==> config.mk <==
export PLATFORM = sky130hd
export DESIGN_NAME = delay_pipe
export DESIGN_NICKNAME = d
export VERILOG_FILES = /design/src/rtl/delay_pipe_pkg.sv /design/src/rtl/pipe_stage.sv /design/src/rtl/delay_pipe.sv
export SDC_FILE = /design/constraint.sdc
export NUM_CORES = 1
export LEC_CHECK = 0
export CORE_ASPECT_RATIO = 0.9
export CORE_MARGIN = 2
export CORE_UTILIZATION = 50
export CTS_BUF_LIST = sky130_fd_sc_hd__clkbuf_8
export DETAILED_ROUTE_END_ITERATION = 10
export PLACE_DENSITY = 0.67
export SLEW_MARGIN = 20
export SYNTH_ARGS = -nofsm -noshare
export SYNTH_HDL_FRONTEND = slang
export SYNTH_SLANG_ARGS = --single-unit
==> constraint.sdc <==
create_clock -name clk -period 13.14 [get_ports clk]
set_clock_uncertainty 0.15 [all_clocks]
set_input_delay 3.942 -clock clk [delete_from_list [all_inputs] [get_ports clk]]
set_output_delay 3.942 -clock clk [all_outputs]
set_load 0.05 [all_outputs]
==> src/rtl/delay_pipe_pkg.sv <==
// Helpers shared by the delay_pipe block: run-time tap clamping.
package delay_pipe_pkg;

  // Map a requested latency onto the legal range 1..depth.
  function automatic int unsigned clamp_tap(input int unsigned sel,
                                            input int unsigned depth);
    int unsigned eff;
    eff = sel;
    if (eff < 1) begin
      eff = 1;
    end
    if (eff > depth) begin
      eff = depth;
    end
    return eff;
  endfunction

endpackage

==> src/rtl/pipe_stage.sv <==
// One {valid, data} register of the delay line, advancing only when enabled.
module pipe_stage #(
  parameter int unsigned WIDTH      = 32,
  parameter bit          RESET_DATA = 1'b1
) (
  input  logic             clk,
  input  logic             rst_n,
  input  logic             en,
  input  logic             clr,
  input  logic             d_valid,
  input  logic [WIDTH-1:0] d_data,
  output logic             q_valid,
  output logic [WIDTH-1:0] q_data
);

  // Valid bit: flush wins over shift, stall holds.
  always_ff @(posedge clk or negedge rst_n) begin
    if (!rst_n) begin
      q_valid <= 1'b0;
    end else if (en) begin
      q_valid <= d_valid & ~clr;
    end
  end

  // Data keeps shifting during a flush; its content is irrelevant once invalid.
  generate
    if (RESET_DATA) begin : g_data_rst
      always_ff @(posedge clk or negedge rst_n) begin
        if (!rst_n) begin
          q_data <= '0;
        end else if (en) begin
          q_data <= d_data;
        end
      end
    end else begin : g_data_norst
      always_ff @(posedge clk) begin
        if (en) begin
          q_data <= d_data;
        end
      end
    end
  endgenerate

endmodule

==> src/rtl/delay_pipe.sv <==
// Stallable, flushable delay line with a run-time selectable output tap
// and an occupancy counter covering every stage.
module delay_pipe
  import delay_pipe_pkg::*;
#(
  parameter int unsigned WIDTH      = 32,
  parameter int unsigned DEPTH      = 16,
  parameter bit          RESET_DATA = 1'b1
) (
  input  logic                       clk,
  input  logic                       rst_n,
  input  logic                       en,
  input  logic                       clr,
  input  logic                       in_valid,
  input  logic [WIDTH-1:0]           in_data,
  input  logic [$clog2(DEPTH+1)-1:0] delay_sel,
  output logic                       out_valid,
  output logic [WIDTH-1:0]           out_data,
  output logic [$clog2(DEPTH+1)-1:0] occ
);

  localparam int unsigned SEL_W = $clog2(DEPTH + 1);
  localparam int unsigned CNT_W = SEL_W;
  localparam int unsigned IDX_W = (DEPTH > 1) ? $clog2(DEPTH) : 1;

  logic [DEPTH-1:0] stage_valid;
  logic [WIDTH-1:0] stage_data [DEPTH];
  logic [IDX_W-1:0] tap_idx_c;

  // Stage 0 captures the input; every later stage copies its predecessor.
  generate
    for (genvar i = 0; i < DEPTH; i++) begin : g_stage
      logic             d_valid;
      logic [WIDTH-1:0] d_data;

      if (i == 0) begin : g_head
        assign d_valid = in_valid;
        assign d_data  = in_data;
      end else begin : g_body
        assign d_valid = stage_valid[i-1];
        assign d_data  = stage_data[i-1];
      end

      pipe_stage #(
        .WIDTH      (WIDTH),
        .RESET_DATA (RESET_DATA)
      ) u_stage (
        .clk     (clk),
        .rst_n   (rst_n),
        .en      (en),
        .clr     (clr),
        .d_valid (d_valid),
        .d_data  (d_data),
        .q_valid (stage_valid[i]),
        .q_data  (stage_data[i])
      );
    end
  endgenerate

  // Tap mux straight from the stage registers; a new delay_sel acts at once.
  always_comb begin
    tap_idx_c = IDX_W'(clamp_tap(32'(delay_sel), DEPTH) - 32'd1);
    out_valid = stage_valid[tap_idx_c];
    out_data  = stage_data[tap_idx_c];
  end

  // Occupancy tracks words entering stage 0 versus words leaving the last stage.
  always_ff @(posedge clk or negedge rst_n) begin
    if (!rst_n) begin
      occ <= '0;
    end else if (en) begin
      if (clr) begin
        occ <= '0;
      end else if (in_valid && !stage_valid[DEPTH-1]) begin
        occ <= occ + CNT_W'(1);
      end else if (!in_valid && stage_valid[DEPTH-1]) begin
        occ <= occ - CNT_W'(1);
      end
    end
  end

endmodule

==> Word-level counts from Yosys, hierarchy flattened <==
Index checks and enable logic that the tools add are counted.
{ "totals": {"reg_bits": 533, "latch_bits": 0, "ramBits": 0, "romBits": 0, "in_bits": 42, "output_inout_bits": 38, "elab_cells": 74, "memories": 0} }
{ "classes": {"addsub": 3, "n_mul": 0, "div_mod_pow": 0, "order_cmp": 4, "eq_ne": 0, "shifts": 0, "muxes": 10, "bitwise_logic": 18, "n_reduce_logical": 6} }
{ "ops": {"columns": ["cell", "n"], "rows": [
  ["32-bit binary-select mux with 4-bit select", 1],
  ["32-bit 2-to-1 mux", 2],
  ["5-bit 2-to-1 mux", 4],
  ["1-bit bitwise AND", 16],
  ["5-bit by 1-bit adder with 5-bit output, second input constant", 1],
  ["5-bit >= comparator, second input constant", 1],
  ["5-bit greater-than comparator, second input constant", 1],
  ["4-bit by 5-bit less-than comparator with 1-bit output, second input constant", 1],
  ["5-bit by 1-bit less-than comparator with 1-bit output, second input constant", 1],
  ["4-bit NOT with 5-bit output", 1],
  ["5-bit by 1-bit subtractor with 5-bit output, second input constant", 1],
  ["1-bit binary-select mux with 4-bit select", 1],
  ["4-bit 2-to-1 mux", 1],
  ["4-bit by 1-bit subtractor with 4-bit output, second input constant", 1],
  ["3-bit nonzero test", 1],
  ["1-bit logical AND", 2],
  ["1-bit logical NOT", 2],
  ["2-bit AND reduction", 1],
  ["1-bit 2-to-1 mux", 1],
  ["1-bit NOT", 1]
]} }

==> Logic depth before layout (Yosys ltp) <==
{ "depth": {"word_depth": 9, "mapped_depth": 11, "mapped_depth_nobuf": 9} }

==> By module <==
Synthesis repeated with hierarchy kept, for this count alone.
{ "unflattened": {"cells_unflattened": 1474, "hier_area_um2": 26335.3} }
{ "by_module_without_submodules": {"columns": ["mod", "instances", "cells_each", "area_each_um2", "seq_area_each_um2"], "rows": [
  ["pipe_stage", 16, 72, 1378.8, 825.8],
  ["delay_pipe", 1, 322, 4274.1, 125.1]
]} }

==> Worst setup path after synthesis <==
Ideal clock, no wire load.
{ "synth_path": {"path_kind": "input-to-output", "start": "in delay_sel[3]", "end": "out out_data[10]", "arrival_ps": 6322, "required_time_ps": 9048, "path_slack_ps": 2726, "cell_stages": 10, "path_buffers": 4, "cell_sequence": "nor3_2 -> o21bai_2 -> buf_6 -> buf_2 -> ha_1 -> clkbuf_1 -> buf_2 -> mux4_2 -> a22oi_1 -> nand2_1"} }
{ "synth_between": {"elab_chain_cells": 9} }
{ "synth_lines": {"columns": ["item", "line", "text"], "rows": [
  ["start: declaration", "delay_pipe.sv:16", "input logic [$clog2(DEPTH+1)-1:0] delay_sel,"],
  ["5-bit by 1-bit less-than comparator with 1-bit output", "delay_pipe_pkg.sv:9", "if (eff < 1) begin"],
  ["5-bit 2-to-1 mux *", "delay_pipe_pkg.sv:9", null],
  ["5-bit greater-than comparator", "delay_pipe_pkg.sv:12", "if (eff > depth) begin"],
  ["4-bit 2-to-1 mux *", "delay_pipe_pkg.sv:12", null],
  ["4-bit by 1-bit subtractor with 4-bit output *", "delay_pipe.sv:62", "tap_idx_c = IDX_W'(clamp_tap(32'(delay_sel), DEPTH) - 32'd1);"],
  ["4-bit NOT with 5-bit output (not written as such) *", "delay_pipe.sv:64", "out_data = stage_data[tap_idx_c];"],
  ["32-bit binary-select mux with 4-bit select *", "delay_pipe.sv:64", null],
  ["32-bit 2-to-1 mux (not written as such) * (2 in series)", "delay_pipe.sv:64", null],
  ["end: declaration", "delay_pipe.sv:18", "output logic [WIDTH-1:0] out_data,"]
]} }
Every way passes the cells marked *; elsewhere a longest branch is shown, timed or not. The select of a mux whose other input is x is not followed.

==> Worst setup path after layout <==
{ "layout_path": {"start": "in delay_sel[1]", "end": "out out_data[26]"} }
Same word-level chain as after synthesis.

==> qor.yml <==
ant_nets: 0
design_area_sq_um: 26850
reg2reg_slack_ps: 10920
hpwlAfterDp_mm: 23.59
path_cells: "clkdlybuf4s50_1 -> nor3_2 -> o21bai_4 -> ha_4 -> buf_12 -> mux4_2 -> a22oi_1 -> nand2_1 -> clkdlybuf4s50_1"
grt_pass1_vias: 13450
avgViaCountPerCell: 5.718
tns_ps: 0
tightest_slew_ps: 1049
synth_ff_type: "dfrtp_1"
hold_violations: 0
crit_arrival_ps: 7490
drc_errors: 0
timing.final.ws_setup_ps: 1560
routed_wl_mm: 42.82
ctsResizeCount: 0
crit_type: "input pin to output port"
power_leakage_uw: 0.01125
power_per_cell_area_nw_per_um2: 206.8
fp.dieArea_sq_um: 49480
path_buf_inv: 3
grt_setup_unrepaired: "no"
cts_made_buffers: 88
slew_violations: 0
final_nets: 1610
synth_cell_types: 36
ys_ff_latch: 533
async_reset_ff_frac: 1.000
relSlewSlack: 0.3008
power.total_uw: 5551
yosysSeqAreaShare: 0.5590
switching_share: 0.2998
critPathSlowestCell: "clkdlybuf4s50_1"
worstHoldStart: "g_stage[15].u_stage.q_data[14]"
syn-num-nets: 1528
cp_max_fo: 34
ys.warnings.count: 0
via_count: 12790
avgRoutedWirePerCell_um: 19.14
min_period_ps: 11580
cap_violations: 0
hold_path.class: "register to register"
r2r_end: "occ[4]"
cp.required_ps: 9050
cp-end-kind: "output port"
cp_common_cell: "clkdlybuf4s50_1"
internal_power_uw: 3887
final.fill_count: 3657
grt_overflow: 0
post_cts_buffers: 0
io_buffers: 79
hold_buffers: 0
final_cell_mix: "533 x dfrtp_1, 512 x mux2_2, 132 x mux4_2"
r2r-start: "g_stage[15].u_stage.q_valid"
pre_cts_slack_ps: 1516
layout_commonest_cell: "dfrtp_1"
min_to: "g_stage[15].u_stage.q_data[14]"
clkTransAtPathRegs_ps: 50
combPwrFrac: 0.271
fmax_mhz: 86.36
reg2reg_depth: 9
power_switching_uw: 1664
finalSetupViolations: 0
vdd_ir_drop_max_mv: 0.1117
p_clk_frac: 0.249
status: "finished, final reports clean"
std_cell_rows: 75
fin_crit_sh: 0.8813
netlist_area_sq_um: 23860
whs_path_depth: 1
firstDrtPassIters: 4
cts_root_buf: "clkbuf_8"
die_y_um: 211.2
cts_num_sinks: 533
cts_tree: "yes"
slowest_delay_ps: 730
core-area_sq_um: 46830
drive_gt1_frac: 0.4867
start_util: 0.5095
clock_latency_ps: 660
cp_top_family: "buffers and inverters"
io_pins: 80
grt_max_degree: 186
clockBufferDepth: 3
dieWidth_um: 234.3
gp_congestion: 0.7183
power_frac_seq: 0.480
synth_edf_count: 0
placed_area_sq_um: 25170
syn_inst: 1481
grt_pass1_wl_mm: 71.80
start_kind: "input pin"
antennaDiodeCount: 0
htreeDepth: 3
syn_avg_cell_area_sq_um: 16.11
drt_iter0_drc: 856
holdWs_ps: 349.8
synthToLayoutAreaGrowth_pct: 12.52
grt_use_total: 0.1820
antenna_found_initial: 0
metal layers:
layer / vias to the layer above / GRT usage / wire length (um)
li1: 5767 / - / -
met4: 0 / 0.05151 / 769
met3: 64 / 0.04104 / 1866
met1: 6783 / 0.2706 / 20640
met5: - / 0 / 0
met2: 177 / 0.2705 / 19550
Yosys cell counts, types with 2 or more instances:
cell type | n | area, sq um
nor2b_1 | 3 | 18.77
o22ai_1 | 3 | 18.77
buf_2 | 66 | 330.3
buf_4 | 7 | 52.55
xor2_1 | 3 | 26.28
clkbuf_1 | 25 | 93.84
nor2_2 | 3 | 18.77
o21ai_0 | 18 | 90.09
mux4_2 | 132 | 2973
nand3b_1 | 17 | 127.6
a21oi_1 | 2 | 10.01
buf_1 | 2 | 7.510
dfrtp_1 | 533 | 13340
inv_1 | 22 | 82.58
a22oi_1 | 66 | 495.5
ha_1 | 4 | 50.05
o31ai_1 | 3 | 22.52
mux2_2 | 512 | 5766
buf_6 | 4 | 45.04
nand2_1 | 37 | 138.9
nand2b_1 | 4 | 25.02
registers in the layout (all words and copies together), names as in the netlist:
name / flops
g_stage.u_stage.q_data: 512
g_stage.u_stage.q_valid: 16
occ: 5
power groups by stage:
stage	Sequential, uW	Clock, uW	Combinational (uW)
floorplan	2550	0	1210
global placement	2660	0	1490
detailed placement	2690	0	1520
CTS	2670	1430	1530
global route	2760	1500	1620
finish	2670	1380	1500
through the flow:
stage                     utilization  std cells
after floorplan                     -       1481
after global placement         0.5376       2089
after detailed placement       0.5376       2089
after CTS                      0.5732       2237
after global routing           0.5733       2237
final                          0.5733       2237
worst max-delay path by stage:
| stage | cells after the start | slack [ps] | startpoint | endpoint |
|---|---|---|---|---|
| floorplan | 10 | 2730 | delay_sel[3] | out_data[10] |
| global placement | 9 | 1550 | delay_sel[3] | out_data[26] |
| detailed placement | 9 | 1520 | delay_sel[3] | out_data[26] |
| CTS | 9 | 1510 | delay_sel[1] | out_data[26] |
| global route | 9 | 1350 | delay_sel[1] | out_data[13] |
| finish | 9 | 1560 | delay_sel[1] | out_data[26] |
cell type report:
class | count | area, sq um | share of cell area
flip-flops and latches | 533 | 13340 | 0.4968
multi-input cells | 822 | 9952 | 0.3707
clock buffers | 108 | 1486 | 0.05537
repair buffers | 96 | 1032 | 0.03845
well taps | 616 | 770.7 | 0.02871
clock inverters | 40 | 183.9 | 0.006851
inverters | 22 | 82.58 | 0.003076
cell families (layout without fill, tap and decap cells):
group	Yosys count	in the layout	synth area share
compound gates	99	99	0.02916
buf+inv	126	266	0.02564
fa+ha+maj	5	5	0.002937
xor+xnor	4	4	0.001469
flops	533	533	0.5590
mux	644	644	0.3662
simple gates	70	70	0.01552
Note: power is estimated with default switching activity, not from simulation.
